--- src/rtl/pipe_ctrl_pkg.sv ---
// Shared constants and types for the pipeline stall/flush controller.
package pipe_ctrl_pkg;

    // Width of the Tuse/Tnew timing fields.
    localparam int T_W = 2;

    // Tuse value meaning "this source operand is not read".
    localparam logic [T_W-1:0] TUSE_NONE = 2'd3;

    // Default multiply/divide occupancy in cycles.
    localparam int MULT_CYC_DEF = 5;
    localparam int DIV_CYC_DEF  = 10;

    // Multiply/divide unit occupancy state.
    typedef enum logic {
        MDU_IDLE = 1'b0,
        MDU_BUSY = 1'b1
    } mdu_state_t;

endpackage

--- src/rtl/mdu_busy_cnt.sv ---
// Multiply/divide busy tracker: counts down the fixed latency of an accepted
// mult/div and reports occupancy. Only instantiated when PIPE_CTRL_MDU_EN is set.
module mdu_busy_cnt
    import pipe_ctrl_pkg::*;
#(
    parameter int MULT_CYC = MULT_CYC_DEF,
    parameter int DIV_CYC  = DIV_CYC_DEF
) (
    input  logic clk,
    input  logic res,
    input  logic accept,
    input  logic is_div,
    output logic busy
);

    mdu_state_t state_reg, state_next;
    logic [3:0] cnt_reg, cnt_next;

    // State and counter registers; reset aborts any count in flight.
    always_ff @(posedge clk or negedge res) begin
        if (!res) begin
            state_reg <= MDU_IDLE;
            cnt_reg   <= 4'd0;
        end else begin
            state_reg <= state_next;
            cnt_reg   <= cnt_next;
        end
    end

    // Next-state: an accept (re)loads the latency; BUSY counts down and the
    // step that brings the count to zero returns to IDLE, giving exactly N busy cycles.
    always_comb begin
        state_next = state_reg;
        cnt_next   = cnt_reg;
        if (state_reg == MDU_BUSY) begin
            if (cnt_reg <= 4'd1) begin
                cnt_next   = 4'd0;
                state_next = MDU_IDLE;
            end else begin
                cnt_next = cnt_reg - 4'd1;
            end
        end
        if (accept) begin
            cnt_next   = is_div ? 4'(DIV_CYC) : 4'(MULT_CYC);
            state_next = MDU_BUSY;
        end
    end

    assign busy = (state_reg == MDU_BUSY);

endmodule

--- src/rtl/pipe_stall_ctrl.sv ---
// Central stall/flush controller for the five-stage pipeline.
// Optional multiply/divide busy tracking is enabled by defining PIPE_CTRL_MDU_EN.
module pipe_stall_ctrl
    import pipe_ctrl_pkg::*;
#(
    parameter int MULT_CYC = MULT_CYC_DEF,
    parameter int DIV_CYC  = DIV_CYC_DEF
) (
    input  logic           clk,
    input  logic           res,
    input  logic [4:0]     D_rs,
    input  logic [4:0]     D_rt,
    input  logic [T_W-1:0] D_Tuse_rs,
    input  logic [T_W-1:0] D_Tuse_rt,
    input  logic [4:0]     E_A3,
    input  logic [4:0]     M_A3,
    input  logic [T_W-1:0] E_Tnew,
    input  logic [T_W-1:0] M_Tnew,
    input  logic           D_is_md,
    input  logic           E_start,
    input  logic           E_is_div,
    input  logic           mem_stall,
    output logic           F_WE,
    output logic           D_WE,
    output logic           E_WE,
    output logic           M_WE,
    output logic           E_clr,
    output logic           W_clr,
    output logic           md_busy
);

    logic [4:0]     src     [2];
    logic [T_W-1:0] src_use [2];
    logic [1:0]     src_stall;
    logic           md_stall;
    logic           hz;

    assign src[0]     = D_rs;
    assign src[1]     = D_rt;
    assign src_use[0] = D_Tuse_rs;
    assign src_use[1] = D_Tuse_rt;

    // Per-source RAW hazard: a producer in E or M writes this register and
    // its result will not be forwardable by the time D needs it.
    for (genvar gi = 0; gi < 2; gi++) begin : g_src
        always_comb begin
            src_stall[gi] = 1'b0;
            if (src[gi] != 5'd0 && src_use[gi] != TUSE_NONE) begin
                if ((E_A3 == src[gi] && E_Tnew > src_use[gi]) ||
                    (M_A3 == src[gi] && M_Tnew > src_use[gi]))
                    src_stall[gi] = 1'b1;
            end
        end
    end

    assign hz = src_stall[0] | src_stall[1] | md_stall;

    // Stage enables and clears: memory wait freezes everything and bubbles W;
    // a hazard holds F/D and injects a bubble into E.
    always_comb begin
        F_WE  = 1'b1;
        D_WE  = 1'b1;
        E_WE  = 1'b1;
        M_WE  = 1'b1;
        E_clr = 1'b0;
        W_clr = 1'b0;
        if (mem_stall) begin
            F_WE  = 1'b0;
            D_WE  = 1'b0;
            E_WE  = 1'b0;
            M_WE  = 1'b0;
            W_clr = 1'b1;
        end else if (hz) begin
            F_WE  = 1'b0;
            D_WE  = 1'b0;
            E_clr = 1'b1;
        end
    end

`ifdef PIPE_CTRL_MDU_EN
    logic md_accept;

    // A mult/div start is taken only when it actually leaves E.
    assign md_accept = E_start & M_WE;

    mdu_busy_cnt #(
        .MULT_CYC (MULT_CYC),
        .DIV_CYC  (DIV_CYC)
    ) u_mdu (
        .clk    (clk),
        .res    (res),
        .accept (md_accept),
        .is_div (E_is_div),
        .busy   (md_busy)
    );

    // The E_start term covers the accept cycle before md_busy rises.
    assign md_stall = D_is_md & (md_busy | E_start);
`else
    // Without the tracker the MDU inputs, clock and reset are not needed.
    localparam int unused_cyc = MULT_CYC + DIV_CYC;
    wire unused_md = &{1'b0, D_is_md, E_start, E_is_div, clk, res, 32'(unused_cyc)};

    assign md_busy  = 1'b0;
    assign md_stall = 1'b0;
`endif

endmodule

--- config.mk ---
export PLATFORM = sky130hd
export DESIGN_NAME = pipe_stall_ctrl
export DESIGN_NICKNAME = d
export VERILOG_FILES = /design/src/rtl/pipe_ctrl_pkg.sv /design/src/rtl/mdu_busy_cnt.sv /design/src/rtl/pipe_stall_ctrl.sv
export SDC_FILE = /design/constraint.sdc
export NUM_CORES = 1
export LEC_CHECK = 0
export CAP_MARGIN = 10
export CORE_MARGIN = 3
export CORE_UTILIZATION = 25
export DETAILED_ROUTE_END_ITERATION = 12
export GPL_TIMING_DRIVEN = 0
export PLACE_DENSITY = 0.6
export SETUP_SLACK_MARGIN = 0.05
export SLEW_MARGIN = 0
export SYNTH_ARGS = -nofsm -noshare
export SYNTH_HDL_FRONTEND = slang
export SYNTH_SLANG_ARGS = --single-unit
--- constraint.sdc ---
create_clock -name vclk -period 4.7
set_input_delay 1.41 -clock vclk [all_inputs]
set_output_delay 1.41 -clock vclk [all_outputs]
set_load 0.02 [all_outputs]
# After elaboration in Yosys (flattened, before gate mapping)
# Index checks and enable logic that the tools add are counted.
# word_totals
register_bits	0
input_bits	34
out_inout_bits	7
wordCells	31
# op_classes
reduce_logical	10
order_cmp	4
n_eq_ne	6
muxes	10
n_bitwise	1
# ops
operator	n
$eq A5 B5 Y1	4
$mux W1	10
$reduce_bool A5 Y1	2
$gt A2 B2 Y1	4
$logic_and A1 B1 Y1	6
$ne A2 B2 Y1 const B	2
$logic_or A1 B1 Y1	2
$or A1 B1 Y1	1

# Longest topological paths before layout
# depth
ltp_word	8
ltp_mapped	8
ltp_nobuf	7

# Worst setup path before layout
# OpenSTA, ideal clock, no wires.
# synth_timing
kind	input -> output
from	input D_Tuse_rs[1]
to	output F_WE
arrival_ns	3.099
path_slack_ns	0.191
cell_stages	8
t_required_ns	3.290
path_buffers	1
path_cell_list	inv_1 ha_1 nand2_8 nand4_1 or4_1 a221oi_2 nor3_1 buf_4
# synth_via
elab_chain_cells	8
# synth_lines
item	line	text
start, declared	pipe_stall_ctrl.sv:13	input logic [T_W-1:0] D_Tuse_rs,
$gt A2 B2 Y1, on equally long branches	pipe_stall_ctrl.sv:49, pipe_stall_ctrl.sv:50	
$logic_and A1 B1 Y1, on equally long branches	pipe_stall_ctrl.sv:49, pipe_stall_ctrl.sv:50	
$logic_or A1 B1 Y1	pipe_stall_ctrl.sv:49	if ((E_A3 == src[gi] && E_Tnew > src_use[gi]) ||
$mux W1	pipe_stall_ctrl.sv:49	
$mux W1 (*)	pipe_stall_ctrl.sv:48	if (src[gi] != 5'd0 && src_use[gi] != TUSE_NONE) begin
$or A1 B1 Y1 (*)	pipe_stall_ctrl.sv:56	assign hz = src_stall[0] | src_stall[1] | md_stall;
$mux W1 (*) (2 in series)	-	
end, declared	pipe_stall_ctrl.sv:23	output logic F_WE,
# Every way passes the cells marked *; elsewhere a longest branch is shown, timed or not.

# Worst setup path in the final report
# layout_timing
from	input E_A3[2]
to	output F_WE
# layout_via
elab_chain_cells	8
# layout_lines
item	line	text
start, declared	pipe_stall_ctrl.sv:15	input logic [4:0] E_A3,
$eq A5 B5 Y1	pipe_stall_ctrl.sv:49	
$logic_and A1 B1 Y1	pipe_stall_ctrl.sv:49	
$logic_or A1 B1 Y1	pipe_stall_ctrl.sv:49	
$mux W1	pipe_stall_ctrl.sv:49	
$mux W1	pipe_stall_ctrl.sv:48	
$or A1 B1 Y1 (*)	pipe_stall_ctrl.sv:56	
$mux W1 (*)	pipe_stall_ctrl.sv:73	end else if (hz) begin
$mux W1 (*)	pipe_stall_ctrl.sv:67	if (mem_stall) begin
# Marked as above.

==> run_results.csv <==
group,metric,value,unit
grt,grt_pass1_wl,2.66,mm
synth,synth_nets,107,
drt,route.detailed.drc,0,
placement,place.gp.congestion,0.759,
synth,yosysSeqAreaShare,0,%
die,core,1820,µm²
synth,yosys.area_share.xor_xnor,34.6,%
timing,finalCritPeriodShare,97.5,%
final_layout,drive_above_1_share,22.8,%
drt,via_count,550,
grt,grt-ovfl-total,0,
timing,period_needed,4.58,ns
final_layout,fin_util,50.7,%
final_layout,seq_cell_count,0,
worst_setup_path,startpoint_type,"input port",
worst_setup_path,cp-end-kind,"primary output",
synth,synthAdderAreaFrac,19.8,%
die,die_area,2600,µm²
die,die_x,51.0,µm
synth,synth.area.mux_share,0,%
timing,rsz0062_at_grt,"no",
worst_setup_path,arrival,3.17,ns
final_layout,num_antenna_cells,0,
power,total_power,0.0000811,W
timing,hold_viol,0,
timing,drv_slew,0,
drt,drt-wirelength-per-cell,13.0,µm
synth,synthSimpleGateAreaFrac,20.2,%
timing,timing.hold.ws,3.33,ns
synth,synth_area,507,µm²
final_layout,area_growth,82.2,%
grt,grt_pass1_vias,599,
power,powerDensity,87.9,nW/µm²
grt,grtUsageTotal,12.7,%
flow_run,maxCapViolations,0,
grt,antenna_found_initial,0,
worst_setup_path,crit_required,3.29,ns
outcome,status,"finished, final reports clean",
drt,drtPass1Iterations,3,
drt,drt_iter0_markers,6,
timing,setup_viol,0,
final_layout,nClkBuffers,0,
synth,yosys_warnings,0,
worst_setup_path,worstSetupPathType,"input port to primary output",
clocking,holdBufCountCts,0,
power,p_leak,0.401,nW
synth,ys_types,19,
timing,max_freq,218,MHz
final_layout,seq_area,0,µm²
placement,hpwlAfterDp,1.42,mm
final_layout,layout_common_cells,"dlygate4sd2_1 (17), xnor2_1 (11), clkdlybuf4s50_1 (11)",
drt,vias_per_cell,4.37,
grt,grt_max_degree,4,
drt,finalWirelength,1.63,mm
worst_hold_path,hp-class,"input port to primary output",
die,dieHeight,51.0,µm
die,pin_count,41,
power,max-vdd-ir-drop,0.0325,mV
worst_setup_path,critical_path.max_fanout,2,
die,rows,15,
placement,portBuffers,35,
die,start_util,27.8,%
drt,antenna_left,0,
final_layout,final_nets,145,
synth,synth_top_family_by_area,"XOR/XNOR gates",
synth,syn-mean-instance-area,7.80,µm²
synth,synth_cells,65,
final_layout,final_common_cell,"dlygate4sd2_1",
synth,synth-compound-area-share,12.8,%
[routing by layer]
layer	track usage (%)	vias to the layer above	part of all wire, %
met1	16.5	233	43
met2	22.7	23	48
met3	2.33	0	9.1
met5	0	-	0
met4	0	0	0
li1	-	294	-
[synthesized netlist by cell type]
| cell | count | area share [%] |
|---|---|---|
| nand2_1 | 3 | 2.2 |
| nand4_1 | 3 | 3.7 |
| or4_1 | 5 | 7.4 |
| a221oi_2 | 1 | 3.0 |
| xor2_1 | 9 | 16 |
| o2111ai_1 | 1 | 1.7 |
| nand2_8 | 1 | 4.0 |
| conb_1 | 1 | 0.74 |
| nor3_1 | 1 | 0.99 |
| a2111oi_0 | 1 | 1.7 |
| ha_1 | 8 | 20 |
| buf_4 | 4 | 5.9 |
| o21a_1 | 1 | 1.5 |
| xnor2_1 | 11 | 19 |
| a21oi_1 | 4 | 4.0 |
| o21ai_0 | 1 | 0.99 |
| nor2_1 | 1 | 0.74 |
| inv_1 | 8 | 5.9 |
| nor2b_1 | 1 | 1.2 |
[report_power, final]
group / switching [W] / internal (W)
Clock: 0 / 0
Sequential: 0 / 0
Combinational: 0.0000370 / 0.0000441
[worst max-delay path, cell delays in order]
cell and delay (ns):
clkdlybuf4s50_1 0.46, xor2_1 0.17, or4_4 0.49, a221oi_4 0.32, nor3_2 0.07, buf_4 0.13, buf_6 0.12
[layout make-up]
type / count / area [µm²]
timing repair buffer: 36 / 319
multi-input combinational: 53 / 513
tap: 25 / 31.3
fill: 204 / 897
buffer: 4 / 30.0
inverter: 8 / 30.0
[kinds of logic after synthesis]
logic type               after synthesis
XOR/XNOR                              20
AND/OR/NAND/NOR                       15
buffers and inverters                 12
AO/OA/AOI/OAI                          9
adder cells (fa/ha/maj)                8
other                                  1
[through the flow]
step / instances / setup TNS (ns) / setup WS [ns] / area [µm²]
final: 126 / 0 / 0.119 / 923
after global placement: 125 / -2.41 / -0.845 / 888
after detailed placement: 125 / -2.46 / -0.863 / 888
after CTS: 125 / 0 / 0.0501 / 907
after global routing: 126 / 0 / 0.0494 / 923
after floorplan: 65 / 0 / 0.191 / 507
[worst paths after layout]
| kind | startpoint | endpoint | slack [ns] | cells after the start |
|---|---|---|---|---|
| worst min-delay path | D_Tuse_rs[1] | E_clr | 3.33 | 4 |
| worst max-delay path | E_A3[2] | F_WE | 0.12 | 7 |
[timing repair]
| action | CTS | global route |
|---|---|---|
| setup buffers | 0 | 1 |
| gates cloned | 0 | 0 |
| endpoints found under the setup margin | 3 | 2 |
| gates resized for setup | 50 | 6 |
| endpoints found under the hold margin | 0 | 0 |
| pin swaps | 12 | 3 |
No activity file was read; power rests on OpenSTA's default activity.
